File: config.mk
export PLATFORM = sky130hd
export DESIGN_NAME = pulse_counter_mod
export DESIGN_NICKNAME = d
export VERILOG_FILES = /design/src/rtl/pulse_counter_pkg.sv /design/src/rtl/pulse_counter_mod_tick_gen.sv /design/src/rtl/pulse_counter_mod.sv
export SDC_FILE = /design/constraint.sdc
export NUM_CORES = 1
export LEC_CHECK = 0
export BUFFER_PORTS_ARGS = -buffer_cell sky130_fd_sc_hd__buf_2
export CELL_PAD_IN_SITES_DETAIL_PLACEMENT = 1
export CELL_PAD_IN_SITES_GLOBAL_PLACEMENT = 1
export CORE_ASPECT_RATIO = 1.1
export CORE_MARGIN = 3
export CORE_UTILIZATION = 37
export CTS_CLUSTER_DIAMETER = 30
export DETAILED_ROUTE_END_ITERATION = 16
export GPL_ROUTABILITY_DRIVEN = 0
export PLACE_DENSITY_LB_ADDON = 0.1
export SYNTH_ARGS = -nofsm -noshare
export SYNTH_HDL_FRONTEND = slang
export SYNTH_HIERARCHICAL = 1
export SYNTH_SLANG_ARGS = --single-unit
File: constraint.sdc
create_clock -name clk -period 2.4 [get_ports clk]
set_clock_uncertainty 0.1 [all_clocks]
set_input_delay 0 -clock clk [delete_from_list [all_inputs] [get_ports clk]]
set_output_delay 0 -clock clk [all_outputs]
set_load 0.005 [all_outputs]
File: src/rtl/pulse_counter_pkg.sv
// Shared constants and helpers for the up/down pulse counter.
package pulse_counter_pkg;

    localparam logic DIR_UP    = 1'b1;
    localparam logic DIR_DN    = 1'b0;
    localparam logic MODE_WRAP = 1'b0;
    localparam logic MODE_SAT  = 1'b1;

    // Ceiling log2; used to size the prescaler register.
    function automatic int clog2(input int value);
        int result;
        result = 0;
        while ((1 << result) < value) begin
            result = result + 1;
        end
        return result;
    endfunction

endpackage

File: src/rtl/pulse_counter_mod_tick_gen.sv
// Prescaler: emits one tick every PRESC enabled clocks; holds while en is low.
module tick_gen
    import pulse_counter_pkg::*;
#(
    parameter int PRESC = 1,
    parameter int PW    = (clog2(PRESC) > 1) ? clog2(PRESC) : 1
) (
    input  logic clk,
    input  logic reset,
    input  logic en,
    output logic tick
);

    localparam logic [PW-1:0] P_LAST = PW'(PRESC - 1);

    logic [PW-1:0] p;

    always_ff @(posedge clk or posedge reset) begin
        if (reset) begin
            p <= '0;
        end else if (en) begin
            p <= (p == P_LAST) ? '0 : p + 1'b1;
        end
    end

    // Gated by reset so the strobe drops as soon as reset is asserted.
    assign tick = en & ~reset & (p == P_LAST);

endmodule

File: src/rtl/pulse_counter_mod.sv
// Up/down pulse counter with runtime modulus, wrap/saturate, load and terminal-count pulse.
module pulse_counter_mod
    import pulse_counter_pkg::*;
#(
    parameter int N     = 8,
    parameter int PRESC = 1,
    parameter int PW    = (clog2(PRESC) > 1) ? clog2(PRESC) : 1
) (
    input  logic         clk,
    input  logic         reset,
    input  logic         en,
    input  logic         up_dn,
    input  logic         sat,
    input  logic         load,
    input  logic [N-1:0] d,
    input  logic [N-1:0] mod_max,
    output logic [N-1:0] q,
    output logic         tc,
    output logic         tick
);

    logic         step;
    logic [N-1:0] q_next;
    logic         tc_next;

    tick_gen #(
        .PRESC (PRESC),
        .PW    (PW)
    ) u_tick_gen (
        .clk   (clk),
        .reset (reset),
        .en    (en),
        .tick  (tick)
    );

    assign step = tick & ~load;

    always_comb begin
        q_next  = q;
        tc_next = 1'b0;
        if (load) begin
            q_next = (d > mod_max) ? mod_max : d;
        end else if (step) begin
            if (up_dn == DIR_UP) begin
                if (q >= mod_max) begin
                    tc_next = 1'b1;
                    q_next  = (sat == MODE_SAT) ? mod_max : '0;
                end else begin
                    q_next = q + 1'b1;
                end
            end else begin
                // A value stranded above a lowered modulus snaps back to the top.
                if (q == '0) begin
                    tc_next = 1'b1;
                    q_next  = (sat == MODE_SAT) ? '0 : mod_max;
                end else if (q > mod_max) begin
                    q_next = mod_max;
                end else begin
                    q_next = q - 1'b1;
                end
            end
        end
    end

    always_ff @(posedge clk or posedge reset) begin
        if (reset) begin
            q  <= '0;
            tc <= 1'b0;
        end else begin
            q  <= q_next;
            tc <= tc_next;
        end
    end

endmodule
# Word level (Yosys, flattened, before mapping)
# Cells that the tools add are included.
[op_classes] n_shift=0 mul=0 bitwise_logic=6 n_div=0 muxes=15 eq_ne=0 order_cmp=3 addsub=3 n_reduce_logical=2
[ops] cell="8-bit two-way mux" n=9
[ops] cell="8-bit greater-than comparator" n=2
[ops] cell="8-bit by 1-bit adder with 8-bit output (second input constant)" n=1
[ops] cell="8-bit greater-or-equal comparator" n=1
[ops] cell="8-bit logical NOT" n=1
[ops] cell="8-bit by 1-bit subtractor with 8-bit output (second input constant)" n=1
[ops] cell="1-bit two-way mux" n=6
[ops] cell="1-bit bitwise AND" n=3
[ops] cell="1-bit NOT" n=3
[ops] cell="2-bit nonzero test" n=1
[ops] cell="1-bit adder (second input constant)" n=1
[word_totals] latch_bits=0 wordCells=32 regBits=10 output_inout_bits=10 rom_bits=0 inputBits=22 ram_bits=0 n_memories=0

# Longest topological paths before layout
# Gate-level depths: netlist (run 1).
[logic_depth] ltp_word=6 depth_mapped=8

# Modules after synthesis
# Netlist (run 1), hierarchy kept.
[modules_own_cells] module="pulse_counter_mod" area_each_um2=1591.5 cells_per_inst=203 n_inst=1
[modules_own_cells] module="tick_gen" area_each_um2=13.8 cells_per_inst=1 n_inst=1

# Worst setup path before layout (run 1)
# Ideal clock, no wire load.
[synth_path] path_kind="register to register" start="register q[1]" end="register q[1]" n_path_buf=0 required_ns=2.162 slack_ns=0.081 period_less_slack_ns=2.319 t_arrival_ns=2.080 path_stages_with_launch=8 cell_sequence="dfrtp_1 ha_1 nor2b_1 o211ai_2 a31oi_2 o211ai_1 a211oi_1 or4_1"
[synth_via] elab_chain_len=6
[synth_rtl] element="from (decl)" line="pulse_counter_mod.sv:17" rtl="output logic [N-1:0] q,"
[synth_rtl] element="from (signal assigned)" line="pulse_counter_mod.sv:70" rtl="q <= q_next;"
[synth_rtl] element="8-bit by 1-bit subtractor with 8-bit output / 8-bit greater-than comparator (equally long branches)" line="pulse_counter_mod.sv:59, pulse_counter_mod.sv:56"
[synth_rtl] element="8-bit two-way mux" line="pulse_counter_mod.sv:56" rtl="end else if (q > mod_max) begin"
[synth_rtl] element="8-bit two-way mux" line="pulse_counter_mod.sv:53" rtl="if (q == '0) begin"
[synth_rtl] element="8-bit two-way mux (*)" line="pulse_counter_mod.sv:44" rtl="if (up_dn == DIR_UP) begin"
[synth_rtl] element="8-bit two-way mux (*)" line="pulse_counter_mod.sv:43" rtl="end else if (step) begin"
[synth_rtl] element="8-bit two-way mux (*)" line="pulse_counter_mod.sv:41" rtl="if (load) begin"
# Mark *: on every way between the ends. The rest lies on a longest branch, timed or not. The select of a mux whose other input is x is not followed.
# A chain may end at the register's enable or synchronous reset.

# Worst setup path in the final report (run 1)
[layout_path] start="register q[1]" end="register q[2]"
# The elaborated chain is that of the path after synthesis.

==> out/results.ini, run 1 <==
[synth]
syn_area_um2=1605
synth.avg_cell_area_um2=7.869
postSynthCellCount=204
ys_async_sr_fraction_pct=100.0
syn_nets=245
synth.ff_latch_count=9
synth_edf_count=0
synth-main-ff-cell=dfrtp_1
ys_warn_count=6
synth_cell_types=52
yosysSeqAreaShare_pct=14.03

[setup_path]
crit_chain=ha_4, nor2b_1, o211ai_2, a211o_1, o211a_4, a221o_2, a211o_1
path_class=reg -> reg
worstPathArrival_ns=2.45
path_max_fanout=7
cp_common_cell=a211o_1
cp_slowest_stage_delay_ns=0.41
startpoint_type=flip-flop
critPathSlowestCell=dfrtp_1
crit_path_end_kind=flip-flop
cp_data_required_time_ns=2.42

[power]
seqPwrFrac_pct=17.4
power.internal_mw=0.6169
peakVddDrop_mv=0.1825
power_frac_clock_pct=16.2
power_switching_mw=0.5088
power_mw=1.126
swShare_pct=45.20
p_leak_nw=0.9620
combPwrFrac_pct=66.4
powerDensity_nw_per_um2=542.6

[floorplanning]
rows=24
die_x_um=68.80
dieArea_um2=5166
die_h_um=75.08
core_um2=4084
initial_core_util_pct=39.31
io_pins=32

[grt]
grt_pass1_vias=1806
grt_pass1_wl_um=8673
track_usage_pct=22.55
grt_start_max_net_pins=26
grt_overflow_total=0
antenna_found_initial=0

[sta]
worst_pin_slew_ns=0.4495
whs_ns=0.03471
finalCritPeriodShare_pct=101.3
setup_ws_ns=-0.03115
hold_violations=0
slew_headroom_pct=70.03
setup_viol=3
finalMaxSlewViolations=0
grt_setup_unrepaired=true
fin_crit_ns=2.431
fin_tns_setup_ns=-0.06315
fmax_ghz=0.4113

[clock_tree]
numCtsBuffers=3
insertion_delay_ns=0.24
clkTransAtPathRegs_ns=0.05
cts_buffer_depth=2
cts_tree=built
cts-root-buf=clkbuf_8
h-tree-depth=1
clock_sinks=9

[finish]
final_area_um2=2074
drive_gt1_share_pct=33.20
final_util_pct=50.80
diodes=0
synthToLayoutAreaGrowth_pct=29.23
final_cells=305
nNetsFinal=295

[place]
pre_cts_slack_ns=-0.03866
dpl.cell_count=291
dp_hpwl_um=4640
io_buffers=31
placed_area_um2=1884

[detailed_routing]
wire_per_inst_um=19.79
vias_per_cell=6.010
dr.pass1.iters=4
wirelength_um=6035
remaining_drc_errors=0
ant_nets=0
drt_iter0_drc=90
vias=1833

[flow_run]
maxCapViolCount=0

[outcome]
status=complete, but fails checks
failed_checks=negative setup slack

[hold_path]
hold_class=in -> reg

==> state kept, by name, indices dropped and copies added, names as in the netlist <==
signal and cells:
q 8, tc 1
==> placed cells by master (no fill, tap or decap), types with 4 or more instances in the layout <==
cell type  instances
nor2_1             8
dfrtp_1            9
a211o_1            5
inv_1             17
xor2_1             5
mux2_2             4
mux2i_1            4
buf_4             24
nand3_1            5
o221ai_1           5
xnor2_1            6
nand2_1           28
nor3_1             5
ha_1              17
o31ai_1            4
buf_2             31
nand4_1            6
a21oi_1           17
==> layer usage <==
| metal | wire, um | vias up | global-route usage (%) |
|---|---|---|---|
| li1 | - | 865 | - |
| met5 | 0 | - | 0 |
| met4 | 98 | 0 | 9.307 |
| met1 | 2588 | 900 | 28.02 |
| met2 | 3052 | 59 | 39.02 |
| met3 | 295 | 9 | 2.687 |
==> critical path, delay by kind of cell, from the launching register on <==
| kind | cells | cell delay (ns) |
|---|---|---|
| AOI/OAI and AO/OA | 5 | 1.33 |
| DFF | 1 | 0.41 |
| adders and majority gates | 1 | 0.28 |
| and+or+nand+nor | 1 | 0.20 |
==> cells in the mapped netlist, drive strengths merged, types with 2 or more instances <==
library cell  count  share of area (%)
dfrtp             9                 14
a31oi             4                2.9
a211oi            2               0.94
clkbuf            6                1.4
a221oi            4                2.2
a221o             3                2.1
mux2              5                3.7
nor3b             3                1.4
nand4             6                2.3
xnor2             6                3.3
nand3             6                2.6
inv              17                4.0
xor2              5                2.7
o211ai            4                2.2
o221ai            5                2.7
ha               19                 15
a21oi            18                5.6
o21ai             2               0.62
nor2b             2                1.2
nand2            28                6.5
buf               5                1.9
o31ai             4                1.9
nor3              5                1.6
a211o             5                2.7
nor2             10                2.5
mux2i             4                2.5
==> final timing paths <==
kind                            depth (start not counted)  slack [ns]       start    to
worst min register to register                          4        0.67        q[0]  q[0]
worst min-delay path                                    3        0.03  mod_max[0]  q[0]
max in group asynchronous                               3        1.73       reset  q[7]
worst max register to register                          7       -0.03        q[1]  q[2]
worst max-delay path                                    7       -0.03        q[1]  q[2]
min in group asynchronous                               3        0.21       reset  q[2]
==> final cells by class <==
class	count	area, um^2
inverters	17	63.81
well taps	52	65.06
fillers	526	2009
flip-flops and latches	9	225.2
repair buffers	56	345.3
multi-input cells	167	1330
clock buffers	4	45.04
==> power by group through the flow <==
stage / Combinational (mW) / Sequential, mW / Clock [mW]
global placement: 0.636 / 0.193 / 0
finish: 0.747 / 0.196 / 0.183
floorplan: 0.410 / 0.215 / 0
CTS: 0.669 / 0.192 / 0.186
detailed placement: 0.664 / 0.195 / 0
global route: 0.805 / 0.198 / 0.195
==> logic make-up (layout without fill, tap and decap cells) <==
kind of cell / count (synthesis) / count (layout) / synth area share [%]
xor+xnor: 11 / 11 / 6.001
fa+ha+maj: 19 / 19 / 14.81
simple gates: 67 / 67 / 22.37
buf+inv: 28 / 77 / 7.326
compound gates: 61 / 61 / 29.23
mux: 9 / 9 / 6.235
flops: 9 / 9 / 14.03
==> what timing repair did <==
item                                    4_1_cts  5_1_grt
endpoints found under the setup margin        7        8
gates resized for setup                       1       11
hold buffers                                  1        0
hold endpoints to repair                      9        0
pin swaps                                     1       13
buffers inserted                              0        9
Note: power is estimated with default switching activity, not from simulation.
==> inputs of run 2 (changes only) <==
MAX_ROUTING_LAYER = met4   (was unset)
==> run 2 against run 1 <==
The run now ends clean. First-iteration DRC count decreased by 18%. Global-route usage increased by 0.68 points. Worst setup slack improved by 0.056 ns. Utilization decreased by 0.21 points. Wire length decreased by 3.0%. Critical path type unchanged. Critical endpoint unchanged.
==> out/results.ini, run 2 (synthesis gave the netlist of run 1 again) <==
[flow_run]
maxCapViolCount=0

[detailed_routing]
ant_nets=0
dr.pass1.iters=4
remaining_drc_errors=0
vias_per_cell=5.928
vias=1808
drt_iter0_drc=74
wire_per_inst_um=19.19
wirelength_um=5854

[power]
swShare_pct=44.71
power_switching_mw=0.4980
power.internal_mw=0.6159
combPwrFrac_pct=65.9
powerDensity_nw_per_um2=539.2
p_leak_nw=0.9618
power_frac_clock_pct=16.5
power_mw=1.114
seqPwrFrac_pct=17.7
peakVddDrop_mv=0.1872

[floorplanning]
die_x_um=68.80
initial_core_util_pct=39.31
die_h_um=75.08
core_um2=4084
io_pins=32
rows=24
dieArea_um2=5166

[sta]
fin_crit_ns=2.375
finalCritPeriodShare_pct=98.96
finalMaxSlewViolations=0
fmax_ghz=0.4210
worst_pin_slew_ns=0.4521
hold_violations=0
setup_viol=0
slew_headroom_pct=69.86
grt_setup_unrepaired=true
fin_tns_setup_ns=0

[setup_path]
path_class=reg -> reg
r2r.worst_path.cells=7
regToRegStartpoint=q[6]
path_max_fanout=7
rrSetupSlack_ns=0.02
crit_path_end_kind=flip-flop
critPathLaunch=q[6]
cp_data_required_time_ns=2.42
startpoint_type=flip-flop
worstPathArrival_ns=2.40

[grt]
grt_start_max_net_pins=26
grt_pass1_wl_um=8680
grt_overflow_total=0
track_usage_pct=23.23
grt_pass1_vias=1807
antenna_found_initial=0

[clock_tree]
clock_sinks=9
insertion_delay_ns=0.24
clkTransAtPathRegs_ns=0.05
h-tree-depth=1
cts_buffer_depth=2
cts_tree=built
cts-root-buf=clkbuf_8
numCtsBuffers=3

[finish]
final_common_cell=buf_2
reg_top3=q x8, tc x1
diodes=0
drive_gt1_share_pct=33.20
synthToLayoutAreaGrowth_pct=28.68
final_cell_mix=31 x buf_2, 28 x nand2_1, 24 x buf_4
nNetsFinal=295
largest_register_ffs=8
top_register=q

[hold_path]
hold_class=in -> reg
holdPathStages=3
hp-start=mod_max[0]

[outcome]
status=finished clean

[place]
io_buffers=31
dp_hpwl_um=4640

[run 2: cell counts in the layout (fill, tap and decap cells not counted)]
Identical to the previous run, type by type.
[run 2: timing repair]
action                                 4_1_cts  5_1_grt
pin swaps                                    1       12
resized for setup                            1       10
hold buffers                                 1        0
setup endpoints to repair                    7        8
buffers inserted                             0        9
endpoints found under the hold margin        9        0
[run 2: power by group through the flow]
stage                     sequential [mW]  combinational (mW)  clock (mW)
after CTS                           0.192               0.669       0.186
after global routing                0.198               0.799       0.196
after global placement              0.193               0.636           0
after detailed placement            0.195               0.664           0
after floorplan                     0.215               0.410           0
final                               0.197               0.734       0.183
[run 2: worst paths after layout]
kind                         to
setup / recovery           q[2]
hold / removal             q[0]
setup reg to reg           q[2]
hold reg to reg            q[5]
max in group asynchronous  q[7]
min in group asynchronous  q[2]
[run 2: final cells by class]
| cell class | instances | area, um^2 |
|---|---|---|
| Inverter | 17 | 63.81 |
| Tap cell | 52 | 65.06 |
| Clock buffer | 4 | 45.04 |
| Multi-Input combinational cell | 167 | 1321 |
| Fill cell | 531 | 2018 |
| Timing Repair Buffer | 56 | 345.3 |
| Sequential cell | 9 | 225.2 |
[run 2: critical path, stage by stage (launching register included)]
cell and delay (ns):
dfrtp_1 0.38, ha_1 0.29, nand4_1 0.22, buf_4 0.22, a211o_1 0.24, o211a_4 0.18, a221o_2 0.35, a211o_1 0.26
[run 2: routing by layer]
metal,routed length [um],GRT usage [%]
met5,0,-
met4,153,9.307
met3,403,2.388
met2,2923,39.02
met1,2373,28.20
[run 2: through the flow]
| stage | instance area [um^2] | cells | utilization [%] | hold slack (ns) | worst slack, ns |
|---|---|---|---|---|---|
| after floorplan | 1605 | 204 | - | -0.2721 | 0.08120 |
| after global placement | 1884 | 291 | 46.14 | -0.08812 | 0.05969 |
| after detailed placement | 1884 | 291 | 46.14 | -0.08014 | -0.03866 |
| after CTS | 1942 | 296 | 47.55 | 0.001679 | 0.02060 |
| after global routing | 2066 | 305 | 50.58 | 0.04817 | -0.06992 |
| final | 2066 | 305 | 50.58 | 0.03138 | 0.02493 |
==> inputs of run 3 (changes only) <==
REMOVE_ABC_BUFFERS = 1   (was unset)
==> run 3 against run 2 <==
Via count rose by 1.5%. Critical endpoint is now q[1]. Worst hold slack got worse by 0.017 ns. Combinational power rose by 4.1%. Fmax fell by 0.33%. Utilization rose by 0.58 points. Clock power rose by 8%. Clock-buffer cell count did not move. First-iteration DRC count rose by 4.1%. Sequential cell count did not move. Final cell count fell by 0.33%. Global-route usage rose by 2.7 points.
==> out/results.ini, run 3 (synthesis gave the netlist of run 1 again) <==
[outcome]
status=finished clean

[grt]
grt_overflow_total=0
track_usage_pct=25.96
grtUsageMet1_pct=32.09
use_met3_pct=2.239
antenna_found_initial=0
busiest_layer=met2
grt_pass1_vias=1919
grt_pass1_wl_um=9625
grt_start_max_net_pins=25
grtUsageMet2_pct=44.54

[place]
io_buffers=31
placed_area_um2=1899
dp_hpwl_um=4704

[clock_tree]
clkTransAtPathRegs_ns=0.05
cts_buffer_depth=2
h-tree-depth=1
insertion_delay_ns=0.24
numCtsBuffers=3
clock_sinks=9
cts-root-buf=clkbuf_8
cts_tree=built

[detailed_routing]
wire_per_inst_um=21.05
vias_per_cell=6.039
vias=1836
dr.pass1.iters=4
remaining_drc_errors=0
ant_nets=0
wirelength_um=6399
drt_iter0_drc=77

[floorplanning]
core_um2=4084
initial_core_util_pct=39.31
io_pins=32
die_h_um=75.08
rows=24
die_x_um=68.80
dieArea_um2=5166

[finish]
final_common_cell=buf_2
synthToLayoutAreaGrowth_pct=30.16
final_util_pct=51.16
top_register=q
final_area_um2=2090
final_cell_mix=31 x buf_2, 28 x nand2_1, 23 x buf_4
nNetsFinal=294
largest_register_ffs=8
drive_gt1_share_pct=32.94
reg_top3=q x8, tc x1
diodes=0

[sta]
worst_pin_slew_ns=0.4617
whs_ns=0.01434
fin_crit_ns=2.383
finalCritPeriodShare_pct=99.29
slew_headroom_pct=69.19
finalMaxSlewViolations=0
setup_viol=0
hold_violations=0
fmax_ghz=0.4197

[setup_path]
cp_data_required_time_ns=2.41
worstPathArrival_ns=2.39
path_class=reg -> reg
startpoint_type=flip-flop
path_max_fanout=5
crit_path_end_kind=flip-flop

[flow_run]
maxCapViolCount=0

[power]
peakVddDrop_mv=0.2718
powerDensity_nw_per_um2=555.7
p_leak_nw=0.9595
power_mw=1.161

[hold_path]
hold_class=in -> reg

## run 3: timing repair
item	4_1_cts	5_1_grt
setup buffers	0	6
pin swaps	0	11
hold buffers	1	0
gates resized for setup	1	14
gates cloned	0	0
setup endpoints to repair	1	8
hold endpoints to repair	9	0
## run 3: through the flow
step	setup TNS, ns	setup slack [ns]	instances
after CTS	0	0.01203	298
after global placement	0	0.09912	293
after global routing	-0.2338	-0.05895	304
after floorplan	0	0.03192	193
final	0	0.01715	304
after detailed placement	0	0.02868	293
## run 3: report_power, final
part | total [mW] | internal [mW] | switching [mW]
Sequential | 0.199 | 0.177 | 0.0222
Clock | 0.197 | 0.117 | 0.0798
Combinational | 0.764 | 0.335 | 0.429
Total | 1.16 | 0.630 | 0.531
## run 3: final timing paths
kind	start	end	slack [ns]	cells past startpoint
worst max-delay path	q[1]	q[1]	0.02	7
worst min-delay path	mod_max[0]	q[0]	0.01	3
worst max register to register	q[1]	q[1]	0.02	7
worst min register to register	q[5]	q[5]	0.67	3
max in group asynchronous	reset	q[1]	1.65	3
min in group asynchronous	reset	q[3]	0.23	3
## run 3: routing by layer
layer,vias to the layer above,routed length [um]
met3,8,282
li1,861,-
met2,52,3322
met4,0,105
met5,-,0
met1,915,2689
## run 3: layout make-up
type                    instances  area [um^2]
multi-input cells             167         1353
repair buffers                 55        337.8
well taps                      52        65.06
flip-flops and latches          9        225.2
fillers                       514         1994
inverters                      17        63.81
clock buffers                   4        45.04
## run 3: critical path: stages, from the launching register on
cell      delay (ns)
dfrtp_1         0.42
ha_4            0.26
nor2b_4         0.13
o211ai_4        0.25
a31oi_2         0.15
o211ai_1        0.30
a211oi_1        0.13
or4_1           0.52
